<file path="src/rtl/chunked_mag_comp.sv">
// Multi-cycle WIDTH-bit magnitude comparator, CHUNK bits per cycle, MSB chunk first.
// Macro COMP_EARLY_EXIT_EN: exit on first differing chunk; otherwise constant NCHUNK-cycle walk.
module chunked_mag_comp #(
  parameter int WIDTH = 32,
  parameter int CHUNK = 8
) (
  input  logic             clk,
  input  logic             rst_n,
  input  logic             in_valid,
  output logic             in_ready,
  input  logic [WIDTH-1:0] a,
  input  logic [WIDTH-1:0] b,
  input  logic             signed_mode,
  output logic             out_valid,
  input  logic             out_ready,
  output logic [2:0]       c
);

  localparam int NCHUNK = WIDTH / CHUNK;
  localparam int IDXW   = (NCHUNK > 1) ? $clog2(NCHUNK) : 1;
  localparam logic [IDXW-1:0] IDX_LAST = IDXW'(NCHUNK - 1);

  generate
    if ((WIDTH % CHUNK) != 0 || NCHUNK < 1) begin : g_bad_params
      $error("chunked_mag_comp: WIDTH must be a non-zero multiple of CHUNK");
    end
  endgenerate

  typedef enum logic [1:0] {
    IDLE = 2'd0,
    CMP  = 2'd1,
    DONE = 2'd2
  } state_t;

  state_t           state_r;
  logic [WIDTH-1:0] a_r;
  logic [WIDTH-1:0] b_r;
  logic             smode_r;
  logic [IDXW-1:0]  idx_r;
  logic [2:0]       c_r;
  logic             out_valid_r;
`ifndef COMP_EARLY_EXIT_EN
  logic             decided_r;
  logic [2:0]       pend_r;
`endif

  logic [CHUNK-1:0] flip_s;
  logic [CHUNK-1:0] chunk_a_s;
  logic [CHUNK-1:0] chunk_b_s;
  logic [2:0]       cmp_s;

  // Current chunk compare; flipping the sign bit maps two's-complement order onto unsigned order
  always_comb begin
    flip_s            = '0;
    flip_s[CHUNK-1]   = smode_r && (idx_r == IDX_LAST);
    chunk_a_s         = a_r[idx_r*CHUNK +: CHUNK] ^ flip_s;
    chunk_b_s         = b_r[idx_r*CHUNK +: CHUNK] ^ flip_s;
    if (chunk_a_s > chunk_b_s) begin
      cmp_s = 3'b100;
    end else if (chunk_a_s < chunk_b_s) begin
      cmp_s = 3'b001;
    end else begin
      cmp_s = 3'b010;
    end
  end

  assign in_ready  = (state_r == IDLE);
  assign out_valid = out_valid_r;
  assign c         = c_r;

  // Control FSM with registered result and valid
  always_ff @(posedge clk or negedge rst_n) begin
    if (!rst_n) begin
      state_r     <= IDLE;
      a_r         <= '0;
      b_r         <= '0;
      smode_r     <= 1'b0;
      idx_r       <= '0;
      c_r         <= 3'b000;
      out_valid_r <= 1'b0;
`ifndef COMP_EARLY_EXIT_EN
      decided_r   <= 1'b0;
      pend_r      <= 3'b000;
`endif
    end else begin
      case (state_r)
        IDLE: begin
          out_valid_r <= 1'b0;
          if (in_valid) begin
            a_r       <= a;
            b_r       <= b;
            smode_r   <= signed_mode;
            idx_r     <= IDX_LAST;
`ifndef COMP_EARLY_EXIT_EN
            decided_r <= 1'b0;
            pend_r    <= 3'b000;
`endif
            state_r   <= CMP;
          end else begin
            state_r   <= IDLE;
          end
        end
        CMP: begin
`ifdef COMP_EARLY_EXIT_EN
          if (cmp_s != 3'b010 || idx_r == '0) begin
            c_r         <= cmp_s;
            out_valid_r <= 1'b1;
            state_r     <= DONE;
          end else begin
            idx_r       <= idx_r - IDXW'(1);
          end
`else
          // Most significant difference wins and is held until the walk ends
          if (!decided_r && cmp_s != 3'b010) begin
            decided_r <= 1'b1;
            pend_r    <= cmp_s;
          end else begin
            decided_r <= decided_r;
          end
          if (idx_r == '0) begin
            c_r         <= decided_r ? pend_r : cmp_s;
            out_valid_r <= 1'b1;
            state_r     <= DONE;
          end else begin
            idx_r       <= idx_r - IDXW'(1);
          end
`endif
        end
        DONE: begin
          if (out_ready) begin
            out_valid_r <= 1'b0;
            state_r     <= IDLE;
          end else begin
            out_valid_r <= 1'b1;
          end
        end
        default: begin
          out_valid_r <= 1'b0;
          state_r     <= IDLE;
        end
      endcase
    end
  end

endmodule

</file>
<file path="config.mk">
export PLATFORM = sky130hd
export DESIGN_NAME = chunked_mag_comp
export DESIGN_NICKNAME = d
export VERILOG_FILES = /design/src/rtl/chunked_mag_comp.sv
export SDC_FILE = /design/constraint.sdc
export NUM_CORES = 1
export LEC_CHECK = 0
export CORE_UTILIZATION = 45
export CTS_CLUSTER_DIAMETER = 120
export CTS_CLUSTER_SIZE = 10
export DETAILED_ROUTE_END_ITERATION = 8
export GPL_TIMING_DRIVEN = 0
export PLACE_DENSITY_LB_ADDON = 0.08
export SLEW_MARGIN = 20
export SYNTH_ARGS = -nofsm -noshare
export SYNTH_HDL_FRONTEND = slang
export SYNTH_SLANG_ARGS = --single-unit
</file>
<file path="constraint.sdc">
create_clock -name clk -period 4.36 [get_ports clk]
set_input_delay 0.654 -clock clk [delete_from_list [all_inputs] [get_ports clk]]
set_output_delay 0.654 -clock clk [all_outputs]
set_load 0.01 [all_outputs]
</file>
==> flow_summary.rst <==
.. list-table::
   :header-rows: 1

   * - Metric
     - Value
   * - Result of the run
     - finished, final reports clean
   * - Top cells by area, synth
     - sky130_fd_sc_hd__dfrtp_1 (52%), sky130_fd_sc_hd__mux2_2 (20%), sky130_fd_sc_hd__mux4_2 (9.8%)
   * - Placeable core region
     - 0.00781 mm²
   * - Remaining global-route overflow
     - 0
   * - Type of element capturing the critical path
     - flop
   * - Iteration-0 DRC count of the detailed router
     - 69
   * - Switching share of power
     - 0.326
   * - Net switching power figure
     - 1.04 mW
   * - Effective utilization at floorplan
     - 0.472
   * - Commonest non-fill, non-tap cell in the layout
     - sky130_fd_sc_hd__dfrtp_1
   * - Share of total power in the clock network
     - 0.169
   * - Worst Reg2Reg Path Length in Cells
     - 10
   * - Number of top-level design ports
     - 74
   * - Deepest clock path buffer count
     - 2
   * - Combinational group share of total power
     - 0.459
   * - RD Place Congestion
     - 0.715
   * - Count of cell types in the netlist
     - 37
   * - Util after Layout
     - 0.610
   * - Data arrival time of the worst path
     - 3.45 ns
   * - Final-report hold violation count
     - 0
   * - Number of antenna repair diodes
     - 0
   * - First drt pass iteration count
     - 4
   * - Post-Synth Simple-Gate Area
     - 0.0367
   * - Clock Root Buffer
     - sky130_fd_sc_hd__clkbuf_8
   * - Clock tree from TritonCTS
     - yes
   * - Detail Route Antenna Nets
     - 0
   * - Top fanout value on the critical path
     - 10
   * - Maximum number of pins on one net before global-route repair
     - 50
   * - Fraction of the mapped netlist area in adder cells
     - 0.0441
   * - Layout net count
     - 426
   * - Cell taking the most area after synthesis
     - sky130_fd_sc_hd__dfrtp_1
   * - Worst Path Required
     - 4.65 ns
   * - Number of sinks driven by the clock tree
     - 77
   * - Number of standard-cell rows in the floorplan
     - 32
   * - Final HPWL DP
     - 5360 µm
   * - Vias after detailed routing
     - 2342
   * - Setup fix buffers added after clock tree synthesis
     - 0
   * - Crit path setup slack, layout
     - 1.21 ns
   * - Post-synthesis sequential area ratio
     - 0.523
   * - Classification of the worst setup path
     - flop to flop
   * - Leakage dissipation
     - 2.03 nW
   * - Clock-pin slew reported for the worst setup and hold paths after clock tree synthesis
     - 0.08 ns
   * - Routed wirelength normalized by instance count
     - 16.4 µm
   * - Vias in the first global route
     - 2419
   * - Fillers
     - 632
   * - Setup repair after global routing missed its margin
     - false
   * - Maximum Capacitance Violations
     - 0
   * - Peak supply drop
     - 0.000273 V
   * - Finished Cell Area
     - 0.00476 mm²
   * - Worst-Skew Late Latency
     - 0.35 ns
   * - TritonCTS buffer count
     - 9
   * - Total of cells resized after clock tree synthesis
     - 0
   * - Endpoints failing setup
     - 0
   * - Final min period
     - 3.15 ns
   * - Worst hold-check path type
     - input pin to async pin
   * - Endpoint of the most critical register-to-register path
     - pend_r[0]$_DFFE_PN0P_
   * - Total power draw
     - 3.20 mW
   * - Relative area change from synthesis to final layout
     - 29.2%
   * - # DRC
     - 0
   * - Number of placed instances, taps included
     - 435
   * - Post-synthesis xor/xnor area fraction
     - 0.00475
   * - Combinational family with the most area after synthesis
     - multiplexers
   * - Avg Cell Area, Syn
     - 14.2 µm²
   * - Hold_buf cts
     - 0
   * - FF-to-FF setup slack
     - 1.21 ns
   * - Sequential group share of total power
     - 0.372
   * - Global-route wire length before repair
     - 12100 µm
   * - Clock tree skew after final layout
     - 0.00692 ns
   * - Worst slack, placed
     - 1.20 ns
   * - Die width
     - 92.5 µm
   * - Total of buffers placed on input and output ports
     - 73
   * - Pwr/cell area
     - 671 mW/mm²
   * - Synth Instances
     - 259
   * - Post-synthesis register bit count
     - 77
   * - Crit share post-route
     - 0.723
   * - Critical R2R Launch
     - idx_r[1]$_DFFE_PN0P_
   * - Aggregate global-route resource usage
     - 0.193
   * - Remaining max-slew budget at the tightest pin
     - 0.500
   * - Post-place instance area
     - 0.00457 mm²
   * - Final Max Tran Viols
     - 0
   * - Die outline height
     - 92.5 µm
   * - Area of the die
     - 0.00856 mm²
   * - Initial antenna violation count
     - 0
   * - Slew at the pin closest to its max-slew limit
     - 0.751 ns
   * - Proportion of synthesized area in mux cells
     - 0.302
   * - Vias per cell
     - 5.19
   * - Area fraction of the dominant cell type after synthesis
     - 0.523
   * - Netlist area before placement
     - 0.00369 mm²
   * - Yosys warning count
     - 0
   * - Proportion of layout cells with a drive suffix above 1
     - 0.315
   * - Syn Nets
     - 341
   * - Internal Pwr Total
     - 2.16 mW
   * - Routed Wire Length
     - 7390 µm
   * - Number of levels the H-tree was split into
     - 3
   * - Most frequent cells in the layout
     - sky130_fd_sc_hd__dfrtp_1 (77), sky130_fd_sc_hd__clkdlybuf4s50_1 (72), sky130_fd_sc_hd__mux2_2 (65), sky130_fd_sc_hd__mux4_2 (16)
   * - Startpoint types
     - flop
   * - Synthesized-area fraction occupied by ao, oa, aoi and oai cells
     - 0.0547
   * - Max frequency
     - 0.317 GHz
   * - Cell Count, Final, Fillers Out
     - 451
-- per-stage QoR --
step / hold slack (ns) / setup TNS, ns
floorplan: 0.358 / 0
global placement: 0.461 / -10.36
detailed placement: 0.465 / 0
CTS: 0.230 / 0
global route: 0.238 / 0
finish: 0.222 / 0
-- sequential cells by signal (all words and copies together) (netlist names) --
signal     flops
c              3
decided_r      1
a_r           32
smode_r        1
b_r           32
pend_r         3
out_valid      1
state_r        2
idx_r          2
-- per-layer routing --
metal / track usage / routed length (µm) / up-vias / part of all wire
met5: 0 / 0 / - / 0
met4: 0.0703 / 103 / 0 / 0.014
met3: 0.0452 / 324 / 9 / 0.044
met2: 0.298 / 3470 / 56 / 0.47
met1: 0.266 / 3480 / 1162 / 0.47
li1: - / - / 1115 / -
-- cells by family after synthesis --
group           after synthesis
simple gates                 26
buf+inv                      27
flops                        77
xor+xnor                      2
fa+ha+maj                    13
compound gates               31
mux                          83
-- power by group through the flow --
stage / clock network [mW] / registers [mW] / logic, mW
floorplan: 0 / 1.16 / 1.14
global placement: 0 / 1.19 / 1.45
detailed placement: 0 / 1.21 / 1.49
CTS: 0.553 / 1.19 / 1.49
global route: 0.582 / 1.23 / 1.62
finish: 0.539 / 1.19 / 1.47
-- worst max-delay path by stage --
stage / startpoint / endpoint / slack (ns)
4_1_cts: idx_r[1]$_DFFE_PN0P_ / pend_r[0]$_DFFE_PN0P_ / 1.18
3_5_place_dp: idx_r[1]$_DFFE_PN0P_ / pend_r[0]$_DFFE_PN0P_ / 1.20
5_1_grt: idx_r[1]$_DFFE_PN0P_ / pend_r[2]$_DFFE_PN0P_ / 1.05
2_1_floorplan: idx_r[0]$_DFFE_PN0P_ / pend_r[0]$_DFFE_PN0P_ / 1.67
6_report: idx_r[1]$_DFFE_PN0P_ / pend_r[0]$_DFFE_PN0P_ / 1.21
3_3_place_gp: rst_n / b_r[15]$_DFFE_PN0P_ / -0.14
-- worst max-delay path: stages (launching register included) --
cell,delay (ns)
sky130_fd_sc_hd__dfrtp_1,0.35
sky130_fd_sc_hd__buf_2,0.24
sky130_fd_sc_hd__buf_1,0.61
sky130_fd_sc_hd__mux4_2,0.43
sky130_fd_sc_hd__ha_1,0.32
sky130_fd_sc_hd__nor2b_4,0.13
sky130_fd_sc_hd__o211ai_2,0.15
sky130_fd_sc_hd__a21oi_1,0.09
sky130_fd_sc_hd__or3b_4,0.41
sky130_fd_sc_hd__a211o_1,0.30
sky130_fd_sc_hd__nand3_2,0.07
-- cells in the mapped netlist --
library cell and n:
sky130_fd_sc_hd__xor2_1 1, sky130_fd_sc_hd__o21ai_1 2, sky130_fd_sc_hd__o22a_1 1, sky130_fd_sc_hd__clkbuf_1 4, sky130_fd_sc_hd__a22o_1 2, sky130_fd_sc_hd__o211ai_2 1
sky130_fd_sc_hd__nand4_1 2, sky130_fd_sc_hd__or3b_4 1, sky130_fd_sc_hd__nor2_1 10, sky130_fd_sc_hd__nand3_2 1, sky130_fd_sc_hd__nor2b_4 1, sky130_fd_sc_hd__nand2b_1 1
sky130_fd_sc_hd__ha_1 13, sky130_fd_sc_hd__buf_4 2, sky130_fd_sc_hd__o21a_1 1, sky130_fd_sc_hd__o211ai_1 1, sky130_fd_sc_hd__o21ai_0 5, sky130_fd_sc_hd__a22oi_1 1
sky130_fd_sc_hd__buf_1 1, sky130_fd_sc_hd__buf_6 2, sky130_fd_sc_hd__buf_2 5, sky130_fd_sc_hd__xnor2_1 1, sky130_fd_sc_hd__nor2b_1 2, sky130_fd_sc_hd__a21o_1 2
sky130_fd_sc_hd__nor3_1 1, sky130_fd_sc_hd__a311oi_1 1, sky130_fd_sc_hd__a31oi_1 1, sky130_fd_sc_hd__a21oi_1 10, sky130_fd_sc_hd__dfrtp_1 77, sky130_fd_sc_hd__nand2_1 7
sky130_fd_sc_hd__mux4_2 16, sky130_fd_sc_hd__mux2i_1 2, sky130_fd_sc_hd__mux2_2 65, sky130_fd_sc_hd__a21boi_1 1, sky130_fd_sc_hd__a211o_1 1, sky130_fd_sc_hd__inv_1 13
sky130_fd_sc_hd__a32oi_1 1
-- final cells by class --
cell class / instances / area (µm²) / area share
Sequential cell: 77 / 1930 / 0.405
Multi-Input combinational cell: 155 / 1630 / 0.342
Timing Repair Buffer: 74 / 756 / 0.159
Clock buffer: 12 / 145 / 0.0305
Tap cell: 102 / 128 / 0.0268
Buffer: 14 / 81.3 / 0.0171
Inverter: 13 / 48.8 / 0.0102
Clock inverter: 4 / 47.5 / 0.00998
(Power assumes the default switching activity.)
